===== config.mk =====
export PLATFORM = sky130hd
export DESIGN_NAME = sha2_msg_sched_stream
export DESIGN_NICKNAME = d
export VERILOG_FILES = /design/src/rtl/sha2_pkg.sv /design/src/rtl/sha2_small_sigma.sv /design/src/rtl/sha2_msg_sched_stream.sv
export SDC_FILE = /design/constraint.sdc
export NUM_CORES = 2
export LEC_CHECK = 0
export CAP_MARGIN = 10
export CORE_MARGIN = 3
export CORE_UTILIZATION = 33
export DETAILED_ROUTE_END_ITERATION = 8
export GPL_ROUTABILITY_DRIVEN = 0
export PLACE_DENSITY = 0.55
export SYNTH_ARGS = -nofsm -noshare
export SYNTH_HDL_FRONTEND = slang
export SYNTH_SLANG_ARGS = --single-unit
export TNS_END_PERCENT = 1

===== constraint.sdc =====
create_clock -name clk -period 3.8 [get_ports clk]
set_input_delay 0.38 -clock clk [delete_from_list [all_inputs] [get_ports clk]]
set_output_delay 0.38 -clock clk [all_outputs]
set_load 0.01 [all_outputs]

===== src/rtl/sha2_pkg.sv =====
// Shared definitions for the SHA-2 message schedule: round counts,
// small-sigma rotate/shift amounts and the scheduler state encoding.
package sha2_pkg;

    typedef enum logic {
        IDLE = 1'b0,
        RUN  = 1'b1
    } state_e;

    localparam int SCHED_IDX_W = 7;

    localparam int S256_S0_R1 = 7;
    localparam int S256_S0_R2 = 18;
    localparam int S256_S0_SH = 3;
    localparam int S256_S1_R1 = 17;
    localparam int S256_S1_R2 = 19;
    localparam int S256_S1_SH = 10;

    localparam int S512_S0_R1 = 1;
    localparam int S512_S0_R2 = 8;
    localparam int S512_S0_SH = 7;
    localparam int S512_S1_R1 = 19;
    localparam int S512_S1_R2 = 61;
    localparam int S512_S1_SH = 6;

    // Returns 0 for an unsupported width so the top can flag it at elaboration.
    function automatic int rounds_f(input int word_w);
        if (word_w == 32) return 64;
        else if (word_w == 64) return 80;
        else return 0;
    endfunction

    // k selects the amount: 0 = first rotate, 1 = second rotate, 2 = shift.
    function automatic int sigma_amt_f(input int word_w, input int sel, input int k);
        int amt;
        amt = 0;
        if (word_w == 64) begin
            if (sel == 0) amt = (k == 0) ? S512_S0_R1 : (k == 1) ? S512_S0_R2 : S512_S0_SH;
            else          amt = (k == 0) ? S512_S1_R1 : (k == 1) ? S512_S1_R2 : S512_S1_SH;
        end else begin
            if (sel == 0) amt = (k == 0) ? S256_S0_R1 : (k == 1) ? S256_S0_R2 : S256_S0_SH;
            else          amt = (k == 0) ? S256_S1_R1 : (k == 1) ? S256_S1_R2 : S256_S1_SH;
        end
        return amt;
    endfunction

endpackage


===== src/rtl/sha2_small_sigma.sv =====
// Combinational SHA-2 small sigma: ROTR(a) ^ ROTR(b) ^ SHR(c).
// SEL picks s0 (0) or s1 (1); WORD_W picks the SHA-256 or SHA-512 amounts.
module sha2_small_sigma
    import sha2_pkg::*;
#(
    parameter int WORD_W = 32,
    parameter int SEL    = 0
) (
    input  logic [WORD_W-1:0] x_i,
    output logic [WORD_W-1:0] y_o
);

    localparam int ROT_A = sigma_amt_f(WORD_W, SEL, 0);
    localparam int ROT_B = sigma_amt_f(WORD_W, SEL, 1);
    localparam int SHR_C = sigma_amt_f(WORD_W, SEL, 2);

    logic [WORD_W-1:0] rot_a;
    logic [WORD_W-1:0] rot_b;
    logic [WORD_W-1:0] shr_c;

    assign rot_a = (x_i >> ROT_A) | (x_i << (WORD_W - ROT_A));
    assign rot_b = (x_i >> ROT_B) | (x_i << (WORD_W - ROT_B));
    assign shr_c = x_i >> SHR_C;
    assign y_o   = rot_a ^ rot_b ^ shr_c;

endmodule


===== src/rtl/sha2_msg_sched_stream.sv =====
// Streaming SHA-2 message schedule: takes one 16-word block, emits W_0..W_{R-1}
// one word per accepted cycle using a 16-word sliding window.
module sha2_msg_sched_stream
    import sha2_pkg::*;
#(
    parameter  int WORD_W = 32,
    localparam int ROUNDS = rounds_f(WORD_W),
    localparam int IDX_W  = SCHED_IDX_W
) (
    input  logic                 clk,
    input  logic                 rst_n,
    input  logic                 abort_i,
    input  logic                 blk_valid_i,
    output logic                 blk_ready_o,
    input  logic [16*WORD_W-1:0] blk_data_i,
    output logic                 w_valid_o,
    input  logic                 w_ready_i,
    output logic [WORD_W-1:0]    w_data_o,
    output logic [IDX_W-1:0]     w_idx_o,
    output logic                 w_last_o,
    output logic                 busy_o
);

    if (WORD_W != 32 && WORD_W != 64) begin : g_bad_width
        $error("sha2_msg_sched_stream: WORD_W must be 32 or 64");
    end

    state_e            state_q, state_d;
    logic [WORD_W-1:0] win_q [16];
    logic [WORD_W-1:0] win_d [16];
    logic [IDX_W-1:0]  idx_q, idx_d;

    logic [WORD_W-1:0] s0_w, s1_w, new_w;
    logic              run_w, last_w, blk_fire, w_fire;

    sha2_small_sigma #(.WORD_W(WORD_W), .SEL(0)) u_s0 (.x_i(win_q[1]),  .y_o(s0_w));
    sha2_small_sigma #(.WORD_W(WORD_W), .SEL(1)) u_s1 (.x_i(win_q[14]), .y_o(s1_w));

    assign new_w = s1_w + win_q[9] + s0_w + win_q[0];

    assign run_w       = (state_q == RUN);
    assign last_w      = run_w && (idx_q == IDX_W'(ROUNDS - 1));
    assign blk_ready_o = !run_w || (last_w && w_ready_i);
    assign blk_fire    = blk_valid_i && blk_ready_o && !abort_i;
    assign w_fire      = run_w && w_ready_i;

    assign w_valid_o = run_w;
    assign busy_o    = run_w;
    assign w_data_o  = run_w ? win_q[0] : '0;
    assign w_idx_o   = run_w ? idx_q : '0;
    assign w_last_o  = last_w;

    // Abort beats a block load, which beats a plain shift; a load on the
    // last-word cycle restarts the window with no bubble.
    always_comb begin
        state_d = state_q;
        idx_d   = idx_q;
        for (int k = 0; k < 16; k++) win_d[k] = win_q[k];

        if (abort_i) begin
            state_d = IDLE;
            idx_d   = '0;
            for (int k = 0; k < 16; k++) win_d[k] = '0;
        end else if (blk_fire) begin
            state_d = RUN;
            idx_d   = '0;
            for (int k = 0; k < 16; k++) win_d[k] = blk_data_i[(15-k)*WORD_W +: WORD_W];
        end else if (w_fire) begin
            for (int k = 0; k < 15; k++) win_d[k] = win_q[k+1];
            win_d[15] = new_w;
            if (last_w) begin
                state_d = IDLE;
                idx_d   = '0;
            end else begin
                idx_d = idx_q + IDX_W'(1);
            end
        end
    end

    always_ff @(posedge clk or negedge rst_n) begin
        if (!rst_n) begin
            state_q <= IDLE;
            idx_q   <= '0;
            for (int k = 0; k < 16; k++) win_q[k] <= '0;
        end else begin
            state_q <= state_d;
            idx_q   <= idx_d;
            for (int k = 0; k < 16; k++) win_q[k] <= win_d[k];
        end
    end

endmodule


==> summary.txt <==
Critical path
  – Top delay family on crit path: compound AO/OA/AOI/OAI gates
  – Slowest cell on crit path: fa_1
  – Worst path max stage delay: 0.49 ns
  – Startpoint types: register
  – CP Cell Sequence: xor2_1 > xnor2_1 > buf_4 > fa_1 > fa_1 > inv_1 > ha_4 > a21oi_2 > o211ai_1 > a21oi_2 > o211ai_2 > a41oi_1 > xor2_1 > a311oi_1
  – Setup CP Type: reg -> reg
  – Worst Setup End Kind: register
  – Critical Path AT: 4.44 ns
  – Bufs and invs on worst path: 2
  – WP data required: 4.29 ns
  – Peak fanout along the critical path: 4

Timing
  – Final Critical Period: 3.95 ns
  – Worst hold slack: 0.325 ns
  – RSZ-0062 raised after global routing: true
  – Final setup margin: -0.146 ns
  – Fmax: 253 MHz
  – Final Max Tran Viols: 0
  – Worst-Margin Slew: 0.928 ns
  – Setup TNS Final: -0.881 ns
  – Final setup vio count: 13
  – Worst slew margin: 37.7%
  – Final period utilization: 104%
  – Final Hold Viols: 0
  – Worst Skew: 0.0246 ns

Cells and area
  – Sequential cell area: 13000 sq um
  – Post-route cell area: 39200 sq um
  – Layout Utilization: 44.2%
  – Layout area overhead: 32.8%
  – Ratio of cells with drive above 1 in the final layout: 7.97%
  – Fill cells: 8838
  – Area of the multi-input gates: 14800 sq um
  – Layout Nets: 4595

Routing
  – # DRC: 0
  – Final ANT Viol Nets: 0
  – Avg WL per Cell: 25.0 microns
  – Drt pass-1 iters: 6
  – Initial DRC count: 2935
  – Vias after detailed routing: 28265
  – Routed WL: 130000 microns
  – Vias per Instance: 5.42

Run
  – MaxCap Viol Count: 0

Yosys
  – Post-synth top cells: nand2_1 (1009), nor2_1 (547), dfrtp_1 (520)
  – Synthesized area: 29500 sq um
  – Unique masters post-synth: 63
  – Most frequent cell after synthesis: nand2_1
  – Number of flops mapped to enable cells by yosys: 0
  – Ys flop type: dfrtp_1
  – Area share of the largest cell type after synthesis: 44.1%
  – Synth area leaders: dfrtp_1 (44%), a311oi_1 (15%), nand2_1 (13%)
  – #FFs+latches synth: 520
  – Async set-reset flop share out of synthesis: 100%
  – Mapped Cells: 3511
  – Synth Area per Inst: 8.40 sq um
  – Syn nets: 4122
  – Synth warn: 0
  – Seq/Total Area, Yosys: 44.1%
  – Yosys top cell by area: dfrtp_1

Place
  – Post-DP HPWL: 97700 microns
  – Dpl cell area: 36800 sq um
  – Number of port buffers: 559
  – Worst Setup Slack post-DPL: -0.172 ns

Clock network
  – CTS tree: done
  – # clock sinks: 520
  – H-Tree Depth: 3
  – Clock Root Buffer: clkbuf_16
  – CTS clk-pin slew, worst paths: 0.06 ns
  – Max Root-Sink Buffers: 3
  – Clock latency on the worst-skew pair: 0.61 ns
  – CTS Buf Count: 66

GRT
  – First-pass GRT wire length: 189000 microns
  – GRT overflow: 0
  – Initial antenna violation count: 30
  – Number of global-route vias before repair: 27931
  – GRT Overall Usage: 27.2%
  – Pin count of the biggest net entering global routing: 164

Die
  – Die area: 93000 sq um
  – Starting Density: 33.3%
  – Die Y: 305 microns
  – Num ports: 560
  – Standard-cell rows: 109
  – Placeable Area: 88500 sq um
  – Die X: 305 microns

Power
  – Peak supply drop: 461 uV
  – Leak: 0.0161 uW
  – PD cells: 555 nW/um^2

Hold path
  – Hold crit path type: in -> reg

Run status
  – Failing checks: negative setup slack
  – Status: complete, but fails checks
-- repair_timing --
item                       4_1_cts  5_1_grt
gates resized for setup          4       28
buffers inserted                 1        3
gates cloned                     0        0
hold endpoints to repair        64        0
pin swaps                       15       32
setup endpoints to repair       18       25
hold buffers                     1        0
-- report_power, final --
group	internal, uW	switching [uW]	leakage (uW)
Sequential	6140	514	0.00682
Combinational	3830	5020	0.00821
Clock	3590	2630	0.00103
-- kinds of logic after synthesis --
| kind of cell | synth area share [%] |
|---|---|
| xor+xnor | 4.22 |
| mux | 0.102 |
| buf+inv | 6.39 |
| fa+ha+maj | 5.57 |
| simple gates | 21.2 |
| compound gates | 18.4 |
| flops | 44.1 |
-- cell type report --
cell class | instances | area share, %
Timing Repair Buffer | 738 | 18.5
Sequential cell | 520 | 33.2
Inverter | 136 | 1.30
Clock buffer | 87 | 4.76
Clock inverter | 24 | 0.550
Tap cell | 1165 | 3.72
Antenna cell | 23 | 0.147
Multi-Input combinational cell | 2522 | 37.8
-- state kept, by name, indices dropped and copies added, names as in the netlist --
| register | cells |
|---|---|
| idx_q | 7 |
| busy_o | 1 |
| win_q | 512 |
-- worst register-to-register path: cells and delay by family, from the launching register on --
kind	cells	cell delay [ns]
compound gates	6	1.33
flops	1	0.42
fa+ha+maj	3	1.21
xor+xnor	3	0.65
buf+inv	2	0.25
-- metrics by stage --
stage	std cells	total power, uW
floorplan	3511	11500
global placement	5077	15100
detailed placement	5077	15100
CTS	5190	21500
global route	5204	22900
finish	5215	21700
-- placed cells by master, fill, tap and decap left out, types with 23 or more instances in the layout --
cell type	instances
clkbuf_16	68
a311oi_1	490
nor2_1	547
xnor2_1	74
diode_2	23
fa_1	61
buf_12	24
buf_4	154
inv_1	133
nand2_1	1007
dfrtp_1	520
a21oi_1	45
clkdlybuf4s50_1	557
ha_1	27
xor2_1	64
-- final timing paths --
kind | from | to | slack (ns) | cells after the start
worst max-delay path | win_q[458] | win_q[27] | -0.15 | 14
worst min-delay path | abort_i | win_q[6] | 0.32 | 2
worst max register to register | win_q[458] | win_q[27] | -0.15 | 14
worst min register to register | win_q[313] | win_q[345] | 0.53 | 2
max in group asynchronous | rst_n | win_q[273] | 2.24 | 4
min in group asynchronous | rst_n | win_q[370] | 0.38 | 2
-- metal layers --
| metal | track usage, % | vias up | part of all wire [%] |
|---|---|---|---|
| li1 | - | 12992 | - |
| met1 | 35.8 | 14000 | 41 |
| met2 | 42.3 | 1063 | 46 |
| met3 | 9.07 | 194 | 9.2 |
| met4 | 8.61 | 16 | 3.0 |
| met5 | 0 | - | 0.078 |
Note: power is estimated with default switching activity, not from simulation.
